File: src/rtl/msrv32_pipe_pkg.sv
// Shared constants for the msrv32 pipeline register stage.
//   DEF_WIDTH  : default payload width in bits
//   DEF_DEPTH  : default number of cascaded skid slices
//   cnt_width(): width needed to hold an occupancy of 0 .. 2*depth
package msrv32_pipe_pkg;

  localparam int unsigned DEF_WIDTH = 32;
  localparam int unsigned DEF_DEPTH = 2;

  function automatic int unsigned cnt_width(input int unsigned depth);
    return $clog2(2 * depth + 1);
  endfunction

endpackage

File: src/rtl/msrv32_skid_slice.sv
// One pipeline slice: a main register feeding the output plus a skid
// register that absorbs one word when the output is stalled.
// Ports:
//   clk_i, rst_ni   : clock, asynchronous active-low reset
//   flush_i         : synchronous clear of both valid bits (payload kept)
//   in_valid_i/in_data_i/in_ready_o    : upstream handshake
//   out_valid_o/out_data_o/out_ready_i : downstream handshake
// in_ready_o depends only on the skid valid flop, so no combinational
// path exists from out_ready_i back to in_ready_o.
module msrv32_skid_slice
  import msrv32_pipe_pkg::*;
#(
  parameter int unsigned WIDTH = DEF_WIDTH
) (
  input  logic             clk_i,
  input  logic             rst_ni,
  input  logic             flush_i,
  input  logic             in_valid_i,
  input  logic [WIDTH-1:0] in_data_i,
  output logic             in_ready_o,
  output logic             out_valid_o,
  output logic [WIDTH-1:0] out_data_o,
  input  logic             out_ready_i
);

  logic             main_v_q, main_v_d;
  logic             skid_v_q, skid_v_d;
  logic [WIDTH-1:0] main_data_q, main_data_d;
  logic [WIDTH-1:0] skid_data_q, skid_data_d;
  logic             in_fire;
  logic             main_free;

  assign in_ready_o  = ~skid_v_q;
  assign out_valid_o = main_v_q;
  assign out_data_o  = main_data_q;

  assign in_fire   = in_valid_i & ~skid_v_q;
  // Main register can take a new word when empty or drained this cycle.
  assign main_free = ~main_v_q | out_ready_i;

  always_comb begin
    main_v_d    = main_v_q;
    skid_v_d    = skid_v_q;
    main_data_d = main_data_q;
    skid_data_d = skid_data_q;
    if (flush_i) begin
      main_v_d = 1'b0;
      skid_v_d = 1'b0;
    end else if (main_free) begin
      if (skid_v_q) begin
        // Skid holds the older word; in_fire is 0 here since ready was low.
        main_v_d    = 1'b1;
        main_data_d = skid_data_q;
        skid_v_d    = 1'b0;
      end else begin
        main_v_d = in_fire;
        if (in_fire) begin
          main_data_d = in_data_i;
        end
      end
    end else if (in_fire) begin
      skid_v_d    = 1'b1;
      skid_data_d = in_data_i;
    end
  end

  always_ff @(posedge clk_i or negedge rst_ni) begin
    if (!rst_ni) begin
      main_v_q    <= 1'b0;
      skid_v_q    <= 1'b0;
      main_data_q <= '0;
      skid_data_q <= '0;
    end else begin
      main_v_q    <= main_v_d;
      skid_v_q    <= skid_v_d;
      main_data_q <= main_data_d;
      skid_data_q <= skid_data_d;
    end
  end

endmodule

File: src/rtl/msrv32_pipe_reg_stage.sv
// Pipeline register stage: DEPTH cascaded skid slices with flush and an
// occupancy counter. Capacity is 2*DEPTH words, strictly FIFO.
// Ports:
//   clk_in, reset_in (async, active-low), flush_in (sync kill)
//   up_valid_in/up_data_in/up_ready_out : upstream handshake
//   dn_valid_out/dn_data_out/dn_ready_in : downstream handshake
//   count_out : number of valid entries held
// flush_in masks both handshakes combinationally so no transfer happens
// in the flush cycle.
module msrv32_pipe_reg_stage
  import msrv32_pipe_pkg::*;
#(
  parameter int unsigned WIDTH = DEF_WIDTH,
  parameter int unsigned DEPTH = DEF_DEPTH,
  parameter int unsigned CNT_W = cnt_width(DEPTH)
) (
  input  logic             clk_in,
  input  logic             reset_in,
  input  logic             flush_in,
  input  logic             up_valid_in,
  input  logic [WIDTH-1:0] up_data_in,
  output logic             up_ready_out,
  output logic             dn_valid_out,
  output logic [WIDTH-1:0] dn_data_out,
  input  logic             dn_ready_in,
  output logic [CNT_W-1:0] count_out
);

  if (DEPTH < 1) begin : g_bad_depth
    $error("msrv32_pipe_reg_stage: DEPTH must be >= 1");
  end
  if (WIDTH < 1) begin : g_bad_width
    $error("msrv32_pipe_reg_stage: WIDTH must be >= 1");
  end

  // Link g connects slice g-1 output to slice g input; link 0 is upstream.
  logic [DEPTH:0]   link_valid;
  logic [DEPTH:0]   link_ready;
  logic [WIDTH-1:0] link_data [DEPTH+1];

  logic             up_fire;
  logic             dn_fire;
  logic [CNT_W-1:0] count_q, count_d;

  assign link_valid[0]     = up_valid_in;
  assign link_data[0]      = up_data_in;
  assign link_ready[DEPTH] = dn_ready_in;

  for (genvar g = 0; g < DEPTH; g++) begin : g_slice
    msrv32_skid_slice #(
      .WIDTH(WIDTH)
    ) u_slice (
      .clk_i      (clk_in),
      .rst_ni     (reset_in),
      .flush_i    (flush_in),
      .in_valid_i (link_valid[g]),
      .in_data_i  (link_data[g]),
      .in_ready_o (link_ready[g]),
      .out_valid_o(link_valid[g+1]),
      .out_data_o (link_data[g+1]),
      .out_ready_i(link_ready[g+1])
    );
  end

  assign up_ready_out = link_ready[0] & ~flush_in;
  assign dn_valid_out = link_valid[DEPTH] & ~flush_in;
  assign dn_data_out  = link_data[DEPTH];

  assign up_fire = up_valid_in & up_ready_out;
  assign dn_fire = dn_valid_out & dn_ready_in;

  always_comb begin
    count_d = count_q;
    if (flush_in) begin
      count_d = '0;
    end else begin
      count_d = count_q + CNT_W'(up_fire) - CNT_W'(dn_fire);
    end
  end

  always_ff @(posedge clk_in or negedge reset_in) begin
    if (!reset_in) begin
      count_q <= '0;
    end else begin
      count_q <= count_d;
    end
  end

  assign count_out = count_q;

endmodule
File: config.mk
export PLATFORM = sky130hd
export DESIGN_NAME = msrv32_pipe_reg_stage
export DESIGN_NICKNAME = d
export VERILOG_FILES = /design/src/rtl/msrv32_pipe_pkg.sv /design/src/rtl/msrv32_skid_slice.sv /design/src/rtl/msrv32_pipe_reg_stage.sv
export SDC_FILE = /design/constraint.sdc
export NUM_CORES = 1
export LEC_CHECK = 0
export CAP_MARGIN = 10
export CORE_MARGIN = 10
export CORE_UTILIZATION = 46
export DETAILED_ROUTE_END_ITERATION = 16
export DONT_BUFFER_PORTS = 1
export PLACE_DENSITY = 0.7
export SYNTH_ARGS = -nofsm -noshare
export SYNTH_HDL_FRONTEND = slang
export SYNTH_HIERARCHICAL = 1
export SYNTH_SLANG_ARGS = --single-unit
File: constraint.sdc
create_clock -name clk_in -period 3.41 [get_ports clk_in]
set_input_delay 0.682 -clock clk_in [delete_from_list [all_inputs] [get_ports clk_in]]
set_output_delay 0.682 -clock clk_in [all_outputs]
set_load 0.005 [all_outputs]
After elaboration in Yosys (flattened, before gate mapping)
Index checks and enable logic that the tools add are counted.
{ "word_totals": {"ff_bits": 135, "latch_bits": 0, "ram_bits": 0, "rom_bits": 0, "elab_cells": 53, "memories": 0} }
{ "op_classes": {"add_sub_neg": 2, "mul": 0, "div": 0, "magnitude_cmp": 0, "n_eq_ne": 0, "shifts": 0, "n_mux": 17, "bitwise": 15, "reduce_logical": 10} }
{ "op_table": {"columns": ["cell", "n"], "rows": [
  ["$mux 32", 4],
  ["$mux 1", 12],
  ["$reduce_and 3->1", 4],
  ["$reduce_bool 2->1", 4],
  ["$not 1->1", 7],
  ["$and 1x1->1", 6],
  ["$reduce_bool 3->1", 2],
  ["$add 3x1->3", 1],
  ["$mux 3", 1],
  ["$sub 3x1->3", 1],
  ["$or 1x1->1", 2]
]} }

Longest topological paths before layout
Gate-level depths: netlist of run 1.
{ "logic_depth": {"depth_word": 6, "ltp_mapped": 12} }

Cells and area by module
Netlist of run 1, hierarchy kept.
{ "by_module_without_submodules": {"columns": ["module", "n_inst", "cells_each", "area_each_um2"], "rows": [
  ["msrv32_skid_slice", 2, 180, 3017.9],
  ["msrv32_pipe_reg_stage", 1, 16, 186.4]
]} }

Worst setup path after synthesis of run 1
Ideal clock, no wire load.
{ "synth_path": {"kind": "flip-flop to flip-flop", "startpoint": "register g_slice[0].u_slice.skid_v_q", "endpoint": "register count_q[2] (netlist: count_out[2])", "setup_ns": 0.114, "t_arrival_ns": 2.010, "required_time_ns": 3.296, "slack_ns": 1.286, "path_stages_with_launch": 13, "n_path_buf": 2, "synth_period_minus_slack_ns": 2.124, "cell_sequence": "dfrtp_1 > buf_6 > buf_2 > inv_1 > nor2b_1 > nand2_1 > ha_1 > inv_1 > ha_1 > inv_1 > fa_1 > xnor3_1 > nor2_1"} }
{ "synth_between": {"elab_chain_cells": 6} }
{ "synth_lines": {"columns": ["item", "line_no", "source"], "rows": [
  ["start: declaration", "msrv32_skid_slice.sv:27", "logic skid_v_q, skid_v_d;"],
  ["start signal: assignment", "msrv32_skid_slice.sv:75", "skid_v_q <= skid_v_d;"],
  ["$not 1->1", "msrv32_skid_slice.sv:33", "assign in_ready_o = ~skid_v_q;"],
  ["named net link_ready[0]", "msrv32_pipe_reg_stage.sv:38", "logic [DEPTH:0] link_ready;"],
  ["$and 1x1->1", "msrv32_pipe_reg_stage.sv:65", "assign up_ready_out = link_ready[0] & ~flush_in;"],
  ["named net up_ready_out", "msrv32_pipe_reg_stage.sv:22", "output logic up_ready_out,"],
  ["$and 1x1->1", "msrv32_pipe_reg_stage.sv:69", "assign up_fire = up_valid_in & up_ready_out;"],
  ["$add 3x1->3", "msrv32_pipe_reg_stage.sv:77", "count_d = count_q + CNT_W'(up_fire) - CNT_W'(dn_fire);"],
  ["$sub 3x1->3", "msrv32_pipe_reg_stage.sv:77", null],
  ["$mux 3", "msrv32_pipe_reg_stage.sv:74", "if (flush_in) begin"],
  ["named net count_d[2]", "msrv32_pipe_reg_stage.sv:43", "logic [CNT_W-1:0] count_q, count_d;"],
  ["end signal: assignment", "msrv32_pipe_reg_stage.sv:85", "count_q <= count_d;"],
  ["end: declaration", "msrv32_pipe_reg_stage.sv:43", null]
]} }
The timed path passes the listed nets, and every way through them passes these cells.
A chain may end at the register's enable or synchronous reset.

Final worst setup path of run 1
Same ends and word-level chain as after synthesis.

==> qor.csv, run 1 <==
metric,value,unit
number of global-route vias before repair,3410,
port bufs,0,
first-pass GRT wire length,19400,microns
Synth cell types,21,
status,finished with violations,
flop2flop setup slack,1210,ps
largest net degree at the start of global routing,136,
yosys warns,6,
Area Overhead vs Synth,11.1,%
WS Path Type,reg2reg,
Critical Path Source,g_slice[0].u_slice/skid_v_q$_DFFE_PN0P_,
Clock Tree Root,clkbuf_16,
Max Buffers Root-to-Sink,2,
Max-cap violations,0,
most frequent cells in the layout,"dfrtp_1 (133), mux2_2 (128), mux2_4 (60)",
Seq cells post-synth,135,
Mapped Avg Cell Area,16.5,sq um
first drt pass iteration count,3,
crit-path cells,"inv_1, nor2b_1, nand2_1, ha_1, inv_1, ha_1, inv_1, fa_1, xnor3_1, nor2_1",
clock-pin slew on the worst setup and hold paths,60,ps
Final ANT Viol Nets,0,
share of post-route cells with drive strength above 1,59.4,%
Cells after Synth,376,
die area,18600,sq um
postcts setup bufs,0,
initial antenna violation count,0,
R2R Path Start,g_slice[0].u_slice/skid_v_q$_DFFE_PN0P_,
Synth Area in Compound Gates,0.161,%
CP Capture Point,count_out[2]$_DFF_PN0_,
mux contribution to synthesized area,38.4,%
Power Density,626,nW/um^2
cell family with most CP delay,adder cells,
area of the multi-input gates,2640,sq um
Period minus WS final,2200,ps
Post-Syn Area,6220,sq um
row count,42,
# H-tree levels,4,
Worst Hold Class,in2async,
most frequent CP cell,inv_1,
CTS tree,built,
critical path depth,10,
register area share after synthesis,54.3,%
Reg2Reg Depth,10,
gr usage total,13.6,%
clk sinks,135,
relative slew slack,64.8,%
VDD IR-drop max,341,uV
Fmax,454,MHz
post_cts resized,0,
# nets final,424,
die extent in y,136,microns
post-DR wirelength/cell,20.7,microns
"area leader, netlist",dfrtp_1,
Final Cell Area,6910,sq um
DRC violations left,0,
GPL Wtd Cong,0.774,
Synthesized Nets,416,
RR Endpoint,count_out[2]$_DFF_PN0_,
total gr overflow,0,
Startpoint Class,flop,
Hold Worst Slack,-32.1,ps
xor and xnor area share after synthesis,0.362,%
Initial Util,47.0,%
CP Buf/Inv Count,3,
"wirelength, routed",11900,microns
Storage cell area,3380,sq um
CTS Buf Count,17,
clock skew,8.21,ps
Worst Max-Slew Pin Slew,529,ps
TNS Setup,0,ps
placed cell area,6330,sq um
clock latency on the worst-skew pair,410,ps
largest family of logic cells by synthesized area,multiplexers,
DRT iter0 DRCs,124,
dpl hpwl,7420,microns
Ports,74,
CP Max Fanout,20,
routed vias,3019,
leading post-synthesis cells by cell area,"dfrtp_1 (54%), mux2_2 (23%), mux2_4 (14%)",
# setup viols final,0,
critical path's largest stage delay,600,ps
"most common cell after layout, fill and taps aside",dfrtp_1,
critical path data required time,3720,ps
Pins Over Slew Limit,0,
RSZ-0062 raised after global routing,false,
Worst Setup End Kind,flop,
critical path data arrival time,2510,ps
Antenna diodes,0,
Worst path slowest cell,dfrtp_2,
share of the synthesized area in the top cell type,54.3,%
violated checks,negative hold slack,
Via density,5.27,
Synth Area in Adders,0.724,%
Die Wd,136,microns
Leak,3.01,nW
Hold Fails Final Rpt,40,
filler instances,1101,
post-synthesis simple-gate area fraction,2.88,%
CORE AREA,13200,sq um
Final Cycle Share,64.6,%
[worst min path at each step]
stage / from / to / slack [ps] / cells after the start
after global routing: reset_in / g_slice[0].u_slice/skid_data_q[11]$_DFFE_PN0P_ / -60 / 0
after CTS: reset_in / g_slice[0].u_slice/skid_data_q[21]$_DFFE_PN0P_ / -60 / 0
final: reset_in / count_out[1]$_DFF_PN0_ / -30 / 0
after detailed placement: reset_in / g_slice[0].u_slice/skid_data_q[20]$_DFFE_PN0P_ / 390 / 0
after global placement: reset_in / count_out[1]$_DFF_PN0_ / 390 / 0
after floorplan: reset_in / count_out[0]$_DFF_PN0_ / 390 / 0
[report_power, final]
group | total [mW] | internal (mW) | switching (mW) | leakage [nW]
Combinational | 0.446 | 0.327 | 0.119 | 1.04
Clock | 1.80 | 1.12 | 0.683 | 0.269
Sequential | 2.08 | 1.88 | 0.196 | 1.70
[kinds of logic (layout without fill, tap and decap cells)]
family,count (synthesis),in the layout
buffers and inverters,24,45
XOR/XNOR,1,1
AND/OR/NAND/NOR,19,19
multiplexers,192,192
AO/OA/AOI/OAI,2,2
adder cells (fa/ha/maj),3,3
flip-flops,135,135
[worst register-to-register path, delay by kind of cell (launching register included)]
| kind | cells | cell delay [ps] |
|---|---|---|
| adders and majority gates | 3 | 750 |
| DFF | 1 | 600 |
| and+or+nand+nor | 3 | 350 |
| xor gates and xnor gates | 1 | 200 |
| buffers and inverters | 3 | 190 |
[through the flow]
stage	setup WS [ps]	util (%)	cells	total power, mW	hold WS, ps
detailed placement	1180	47.8	541	2.57	395
global placement	1200	47.8	541	2.54	392
CTS	1170	52.2	573	4.40	-59.4
finish	1210	52.2	573	4.32	-32.1
global route	1050	52.2	573	4.53	-64.1
floorplan	1290	-	376	2.44	386
[cell usage after synthesis (all sizes together)]
master and n:
nor2b 3, clkbuf 2, nand2 1, and2 1, a21oi 2, and2b 2
inv 4, nor2 4, nor4b 2, dfrtp 135, fa 1, ha 2
nand2b 2, buf 18, nor3 4, mux2 192, xnor3 1
[sequential cells by signal, indices dropped and copies added, names as in the netlist]
name                         flops
count_out                        3
g_slice.u_slice/out_valid_o      2
g_slice.u_slice/skid_v_q         2
g_slice.u_slice/skid_data_q     64
g_slice.u_slice/out_data_o      64
[metal layers]
metal / vias up / track usage [%] / part of all wire, %
met1: 1606 / 16.0 / 43
met5: - / 0 / 0
met2: 51 / 21.7 / 49
met4: 0 / 5.38 / 0.85
li1: 1355 / - / -
met3: 7 / 5.87 / 6.7
[final cells by class]
class / instances / share of cell area [%]
multi-input combinational: 217 / 38.3
clock inverter: 10 / 1.74
tap: 176 / 3.19
inverter: 4 / 0.217
sequential: 135 / 48.9
clock buffer: 22 / 6.72
timing repair buffer: 9 / 0.978
Power figures use the tool's default switching activity.
==> inputs of run 2 (changes only) <==
--- a/config.mk
+++ b/config.mk
@@ -5,12 +5,13 @@
 export SDC_FILE = /design/constraint.sdc
 export NUM_CORES = 1
 export LEC_CHECK = 0
+export ABC_AREA = 1
 export CAP_MARGIN = 10
 export CORE_MARGIN = 10
 export CORE_UTILIZATION = 46
 export DETAILED_ROUTE_END_ITERATION = 16
 export DONT_BUFFER_PORTS = 1
-export PLACE_DENSITY = 0.7
+export PLACE_DENSITY = 0.72
 export SYNTH_ARGS = -nofsm -noshare
 export SYNTH_HDL_FRONTEND = slang
 export SYNTH_HIERARCHICAL = 1
==> constraint.sdc (replaced) <==
create_clock -name clk_in -period 1.9 [get_ports clk_in]
set_input_delay 0.38 -clock clk_in [delete_from_list [all_inputs] [get_ports clk_in]]
set_output_delay 0.38 -clock clk_in [all_outputs]
set_load 0.005 [all_outputs]
==> run 2 against run 1 <==
Effect of this change: the run still ends with negative hold slack left; sequential share of layout area fell by 0.58 points; die area rose by 2.1%; utilization barely moved; non-clock buffer count rose by 6; combinational power rose by 37%; critical path type unchanged; clock power rose by 79%; via count rose by 62%; maximum frequency rose by 23%; largest cell class unchanged; routed wire length rose by 23%.
==> qor.csv, run 2 <==
metric,value,unit
VDD IR-drop max,547,uV
yosys warns,6,
Startpoint Class,flop,
Leak,3.88,nW
Period minus WS final,1780,ps
status,finished with violations,
gr usage total,16.0,%
Cells after Synth,816,
Post-Syn Area,6380,sq um
Final Cycle Share,93.9,%
Net Sw Power,1.84,mW
largest net degree at the start of global routing,136,
# setup viols final,0,
row count,42,
Logic pwr share,8.3,%
synth cell count leaders,"nand2_1 (453), dfrtp_1 (135), nand3_1 (128)",
filler instances,1296,
most frequent cells in the layout,"nand2_1 (453), dfrtp_1 (135), nand3_1 (128)",
number of synthesized flops with an enable pin,0,
post-DR wirelength/cell,14.8,microns
Seq pwr share,48.1,%
Fmax,560,MHz
critical path's largest stage delay,400,ps
Reg2Reg Depth,11,
first drt pass iteration count,5,
routed vias,4886,
Worst Setup End Kind,flop,
DRC violations left,0,
CTS Buf Count,17,
"wirelength, routed",14600,microns
Synthesized Nets,856,
clock share of power,43.7,%
Area Overhead vs Synth,9.57,%
Power Density,1050,nW/um^2
Worst Max-Slew Pin Slew,386,ps
"area leader, netlist",dfrtp_1,
Worst Hold Class,in2async,
Hold Fails Final Rpt,135,
share of the synthesized area in the top cell type,53.0,%
port bufs,0,
Final Cell Area,6990,sq um
first-pass GRT wire length,24600,microns
Antenna diodes,0,
relative slew slack,74.3,%
critical path data required time,2200,ps
flop2flop setup slack,120,ps
Initial Util,47.6,%
Worst path slowest cell,dfrtp_1,
RR Endpoint,count_out[2]$_DFF_PN0_,
CORE AREA,13400,sq um
clock latency on the worst-skew pair,410,ps
# H-tree levels,4,
Pins Over Slew Limit,0,
die area,19000,sq um
final cell count without fillers,989,
clock skew,8.55,ps
clk sinks,135,
critical path data arrival time,2080,ps
"most common cell after layout, fill and taps aside",nand2_1,
dpl hpwl,9330,microns
DRT iter0 DRCs,419,
initial antenna violation count,0,
Synth async-reset ratio,100,%
violated checks,negative hold slack,
sw frac,25.0,%
crit-path cells,"inv_4, inv_2, nor2_2, nand2_1, ha_1, inv_1, ha_1, inv_1, fa_2, a21oi_2, nor2_1",
Seq cells post-synth,135,
CP Max Fanout,2,
Max Buffers Root-to-Sink,2,
WS Path Type,reg2reg,
die extent in y,138,microns
share of post-route cells with drive strength above 1,8.98,%
GPL Wtd Cong,0.753,
leading post-synthesis cells by cell area,"dfrtp_1 (53%), nand2_1 (27%), nand3_1 (10%)",
Ports,74,
Mapped Avg Cell Area,7.82,sq um
number of global-route vias before repair,4664,
Hold Worst Slack,-339,ps
R2R Path Start,g_slice[0].u_slice/skid_v_q$_DFFE_PN0P_,
register area share after synthesis,53.0,%
Clock Tree Root,clkbuf_16,
CTS tree,built,
Die Wd,138,microns
Int Power,5.53,mW
Via density,4.94,
Final ANT Viol Nets,0,
total gr overflow,0,
area of the multi-input gates,2620,sq um
Max-cap violations,0,
Synth cell types,21,
Post-Place Cells,957,
clock-pin slew on the worst setup and hold paths,60,ps
Main synth FF type,dfrtp_1,
Storage cell area,3380,sq um
# nets final,840,
"count leader, synth",nand2_1,
placed cell area,6390,sq um
[run 2: per-layer routing]
layer	wire length [microns]	share of wire, %	vias to the layer above	GRT usage (%)
met3	1430	9.8	5	6.30
met5	0	0	-	0
met4	75	0.51	0	5.04
met2	6210	42	136	21.4
li1	-	-	2522	-
met1	6910	47	2223	23.0
[run 2: cell type report]
type / instances / share of cell area, %
Sequential cell: 135 / 48.3
Multi-Input combinational cell: 613 / 37.4
Clock buffer: 26 / 7.57
Tap cell: 176 / 3.15
Timing Repair Buffer: 15 / 1.61
Inverter: 18 / 1.00
Clock inverter: 6 / 0.895
[run 2: worst max path at each step]
stage	from	endpoint	slack, ps	cells past startpoint
final	g_slice[0].u_slice/skid_v_q$_DFFE_PN0P_	count_out[2]$_DFF_PN0_	120	11
after global routing	g_slice[0].u_slice/skid_v_q$_DFFE_PN0P_	count_out[2]$_DFF_PN0_	-0.5	12
after CTS	g_slice[0].u_slice/skid_v_q$_DFFE_PN0P_	count_out[1]$_DFF_PN0_	110	10
after detailed placement	g_slice[0].u_slice/skid_v_q$_DFFE_PN0P_	count_out[1]$_DFF_PN0_	120	10
after global placement	g_slice[0].u_slice/skid_v_q$_DFFE_PN0P_	count_out[1]$_DFF_PN0_	140	10
after floorplan	g_slice[0].u_slice/skid_v_q$_DFFE_PN0P_	count_out[1]$_DFF_PN0_	-90	12
[run 2: per-stage QoR]
step                      total power, mW  util (%)  setup WS (ps)  TNS [ps]
after floorplan                      4.01         -          -88.3      -144
after global placement               4.17      47.7            141         0
after detailed placement             4.20      47.7            123         0
after CTS                            7.44      52.1            111         0
after global routing                 7.76      52.2         -0.478    -0.478
final                                7.37      52.2            115         0
[run 2: timing repair]
action                     4_1_cts  5_1_grt
hold endpoints to repair       135      135
buffers inserted                 0        0
setup endpoints to repair        0        1
resized for setup                0        1
[run 2: critical path, delay by kind of cell (launching register included)]
family / cells / cell delay, ps
AOI/OAI and AO/OA: 1 / 130
DFF: 1 / 400
adders and majority gates: 3 / 740
and+or+nand+nor: 3 / 200
buffers and inverters: 4 / 190
[run 2: power groups by stage]
stage,sequential (mW),combinational [mW],clock [mW]
2_1_floorplan,3.49,0.511,0
3_3_place_gp,3.59,0.577,0
3_5_place_dp,3.60,0.601,0
4_1_cts,3.56,0.609,3.27
5_1_grt,3.60,0.729,3.43
6_report,3.55,0.609,3.22
[run 2: cells by family (layout without fill, tap and decap cells)]
kind of cell             Yosys count  count (layout)  share of synthesized area (%)
flip-flops                       135             135                           53.0
adder cells (fa/ha/maj)            3               3                          0.706
AO/OA/AOI/OAI                      3               3                          0.235
buffers and inverters             68              65                           6.16
AND/OR/NAND/NOR                  607             607                           39.9
==> inputs of run 3 (changes only) <==
--- a/config.mk
+++ b/config.mk
@@ -8,11 +8,10 @@
 export ABC_AREA = 1
 export CAP_MARGIN = 10
 export CORE_MARGIN = 10
-export CORE_UTILIZATION = 46
+export CORE_UTILIZATION = 57
 export DETAILED_ROUTE_END_ITERATION = 16
 export DONT_BUFFER_PORTS = 1
-export PLACE_DENSITY = 0.72
+export PLACE_DENSITY = 0.84
 export SYNTH_ARGS = -nofsm -noshare
 export SYNTH_HDL_FRONTEND = slang
-export SYNTH_HIERARCHICAL = 1
 export SYNTH_SLANG_ARGS = --single-unit
==> run 3 against run 2 <==
Effect of this change: the flow still finishes with violations (negative hold slack); clock power down 12%; final cell count down 1.1%; utilization up 14 points; highest routed layer unchanged.
==> qor.csv, run 3 <==
metric,value,unit
DRT iter0 DRCs,454,
row count,38,
Startpoint Class,flop,
Seq cells post-synth,135,
area of the multi-input gates,2610,sq um
Area Overhead vs Synth,12.7,%
Worst Hold Class,in2async,
"wirelength, routed",15000,microns
Initial Util,58.4,%
Clock Tree Root,clkbuf_8,
# H-tree levels,4,
Power Density,981,nW/um^2
crit-path cells,"nor2_4, nand2_1, ha_1, inv_1, ha_1, inv_1, fa_2, nor2_1",
Final Cycle Share,92.3,%
Hold Fails Final Rpt,135,
VDD IR-drop max,569,uV
CP Buf/Inv Count,2,
Worst Max-Slew Pin Slew,601,ps
most frequent cells in the layout,"nand2_1 (457), dfrtp_1 (135), nand3_1 (129)",
Worst path slowest cell,fa_2,
die extent in y,126,microns
routed vias,5258,
violated checks,negative hold slack,
Storage cell area,3380,sq um
flop2flop setup slack,150,ps
setup ws final,146,ps
gr usage total,19.2,%
critical path's largest stage delay,510,ps
clk sinks,135,
critical path data required time,2310,ps
GPL Wtd Cong,0.817,
Cells after Synth,811,
TNS Setup,0,ps
met2 wire length,6620,microns
Ports,74,
first drt pass iteration count,5,
share of the synthesized area in the top cell type,53.1,%
Reg2Reg Depth,8,
Period minus WS final,1750,ps
Max Buffers Root-to-Sink,2,
Via density,5.38,
WL met3,1350,microns
clock-pin slew on the worst setup and hold paths,60,ps
Fmax,570,MHz
cell family with most CP delay,adder cells,
dpl hpwl,9040,microns
dpl ws,122,ps
share of post-route cells with drive strength above 1,7.52,%
"most common cell after layout, fill and taps aside",nand2_1,
WS Path Type,reg2reg,
status,finished with violations,
Worst Setup End Kind,flop,
CTS tree,built,
synth cell count leaders,"nand2_1 (457), dfrtp_1 (135), nand3_1 (129)",
CP Max Fanout,2,
# nets final,867,
clock latency on the worst-skew pair,520,ps
Die Wd,126,microns
initial antenna violation count,0,
"area leader, netlist",dfrtp_1,
Mapped Avg Cell Area,7.84,sq um
# setup viols final,0,
first-pass GRT wire length,25700,microns
Synth cell types,21,
leading post-synthesis cells by cell area,"dfrtp_1 (53%), nand2_1 (27%), nand3_1 (10%)",
clock skew,6.80,ps
placed cell area,6320,sq um
yosys warns,0,
DRC violations left,0,
Critical Path Source,g_slice[0].u_slice.skid_v_q$_DFFE_PN0P_,
die area,15800,sq um
post-DR wirelength/cell,15.3,microns
Max-cap violations,0,
largest net degree at the start of global routing,136,
relative slew slack,59.8,%
Synthesized Nets,851,
number of synthesized flops with an enable pin,0,
R2R Path Start,g_slice[0].u_slice.skid_v_q$_DFFE_PN0P_,
Final ANT Viol Nets,0,
port bufs,0,
max layer used,met4,
CORE AREA,10900,sq um
total power,7.03,mW
critical path data arrival time,2160,ps
Antenna diodes,0,
RSZ-0062 raised after global routing,false,
CTS Hold Bufs,32,
"count leader, synth",nand2_1,
Final Cell Area,7170,sq um
Leak,3.98,nW
Synth async-reset ratio,100,%
filler instances,841,
total gr overflow,0,
RR Endpoint,count_out[1]$_DFF_PN0_,
Pins Over Slew Limit,0,
Hold Worst Slack,-446,ps
CTS Buf Count,17,
met1 WL,6770,microns
register area share after synthesis,53.1,%
Post-Syn Area,6360,sq um
Main synth FF type,dfrtp_1,
number of global-route vias before repair,4963,
[run 3: changes by cell type after synthesis, moves of 2 or more]
| cell | previous run | this run |
|---|---|---|
| a21oi_1 | 3 | 1 |
| buf_1 | 2 | 0 |
| buf_6 | 8 | 10 |
| inv_1 | 10 | 7 |
| inv_2 | 8 | 5 |
| nand2_1 | 453 | 457 |
| nand2_2 | 3 | 1 |
| nor2_2 | 2 | 4 |
| nor2_4 | 6 | 2 |
[run 3: layout make-up]
type	instances	share of cell area [%]
clock inverters	4	0.279
flip-flops and latches	135	47.1
clock buffers	26	6.81
multi-input cells	613	36.4
well taps	140	2.44
inverters	12	0.628
repair buffers	48	6.32
[run 3: stage by stage]
step                      utilization (%)  instances
after floorplan                         -        811
after global placement               58.0        914
after detailed placement             58.0        914
after CTS                            65.7        976
after global routing                 65.9        978
final                                65.9        978
[run 3: where the power goes]
group          leakage, nW  internal [mW]  total, mW  switching (mW)
Clock                0.255           1.72       2.84            1.13
Combinational         1.97          0.278      0.651           0.374
Sequential            1.76           3.24       3.54           0.296
Total                 3.98           5.24       7.03            1.80
[run 3: repair_timing]
item | in CTS | in global routing
resized for setup | 0 | 2
setup endpoints to repair | 0 | 1
endpoints found under the hold margin | 168 | 135
buffers inserted | 0 | 2
[run 3: worst max-delay path by stage]
stage | depth (start not counted) | endpoint | slack (ps)
2_1_floorplan | 11 | count_out[2]$_DFF_PN0_ | -30
3_3_place_gp | 9 | count_out[2]$_DFF_PN0_ | 150
3_5_place_dp | 9 | count_out[2]$_DFF_PN0_ | 120
4_1_cts | 10 | count_out[2]$_DFF_PN0_ | 80
5_1_grt | 5 | g_slice[0].u_slice.skid_data_q[15]$_DFFE_PN0P_ | 2
6_report | 8 | count_out[1]$_DFF_PN0_ | 150
[run 3: metal layers]
| layer | global-route usage (%) | up-vias |
|---|---|---|
| met3 | 5.29 | 19 |
| li1 | - | 2582 |
| met4 | 7.05 | 0 |
| met2 | 26.3 | 218 |
| met5 | 0 | - |
| met1 | 28.2 | 2439 |
[run 3: cells by family (layout without fill, tap and decap cells)]
group                    after synthesis  after routing  share of synthesized area [%]
AO/OA/AOI/OAI                          1              1                         0.0786
buffers and inverters                 63             90                           6.08
flip-flops                           135            135                           53.1
AND/OR/NAND/NOR                      609            609                           40.0
adder cells (fa/ha/maj)                3              3                          0.708
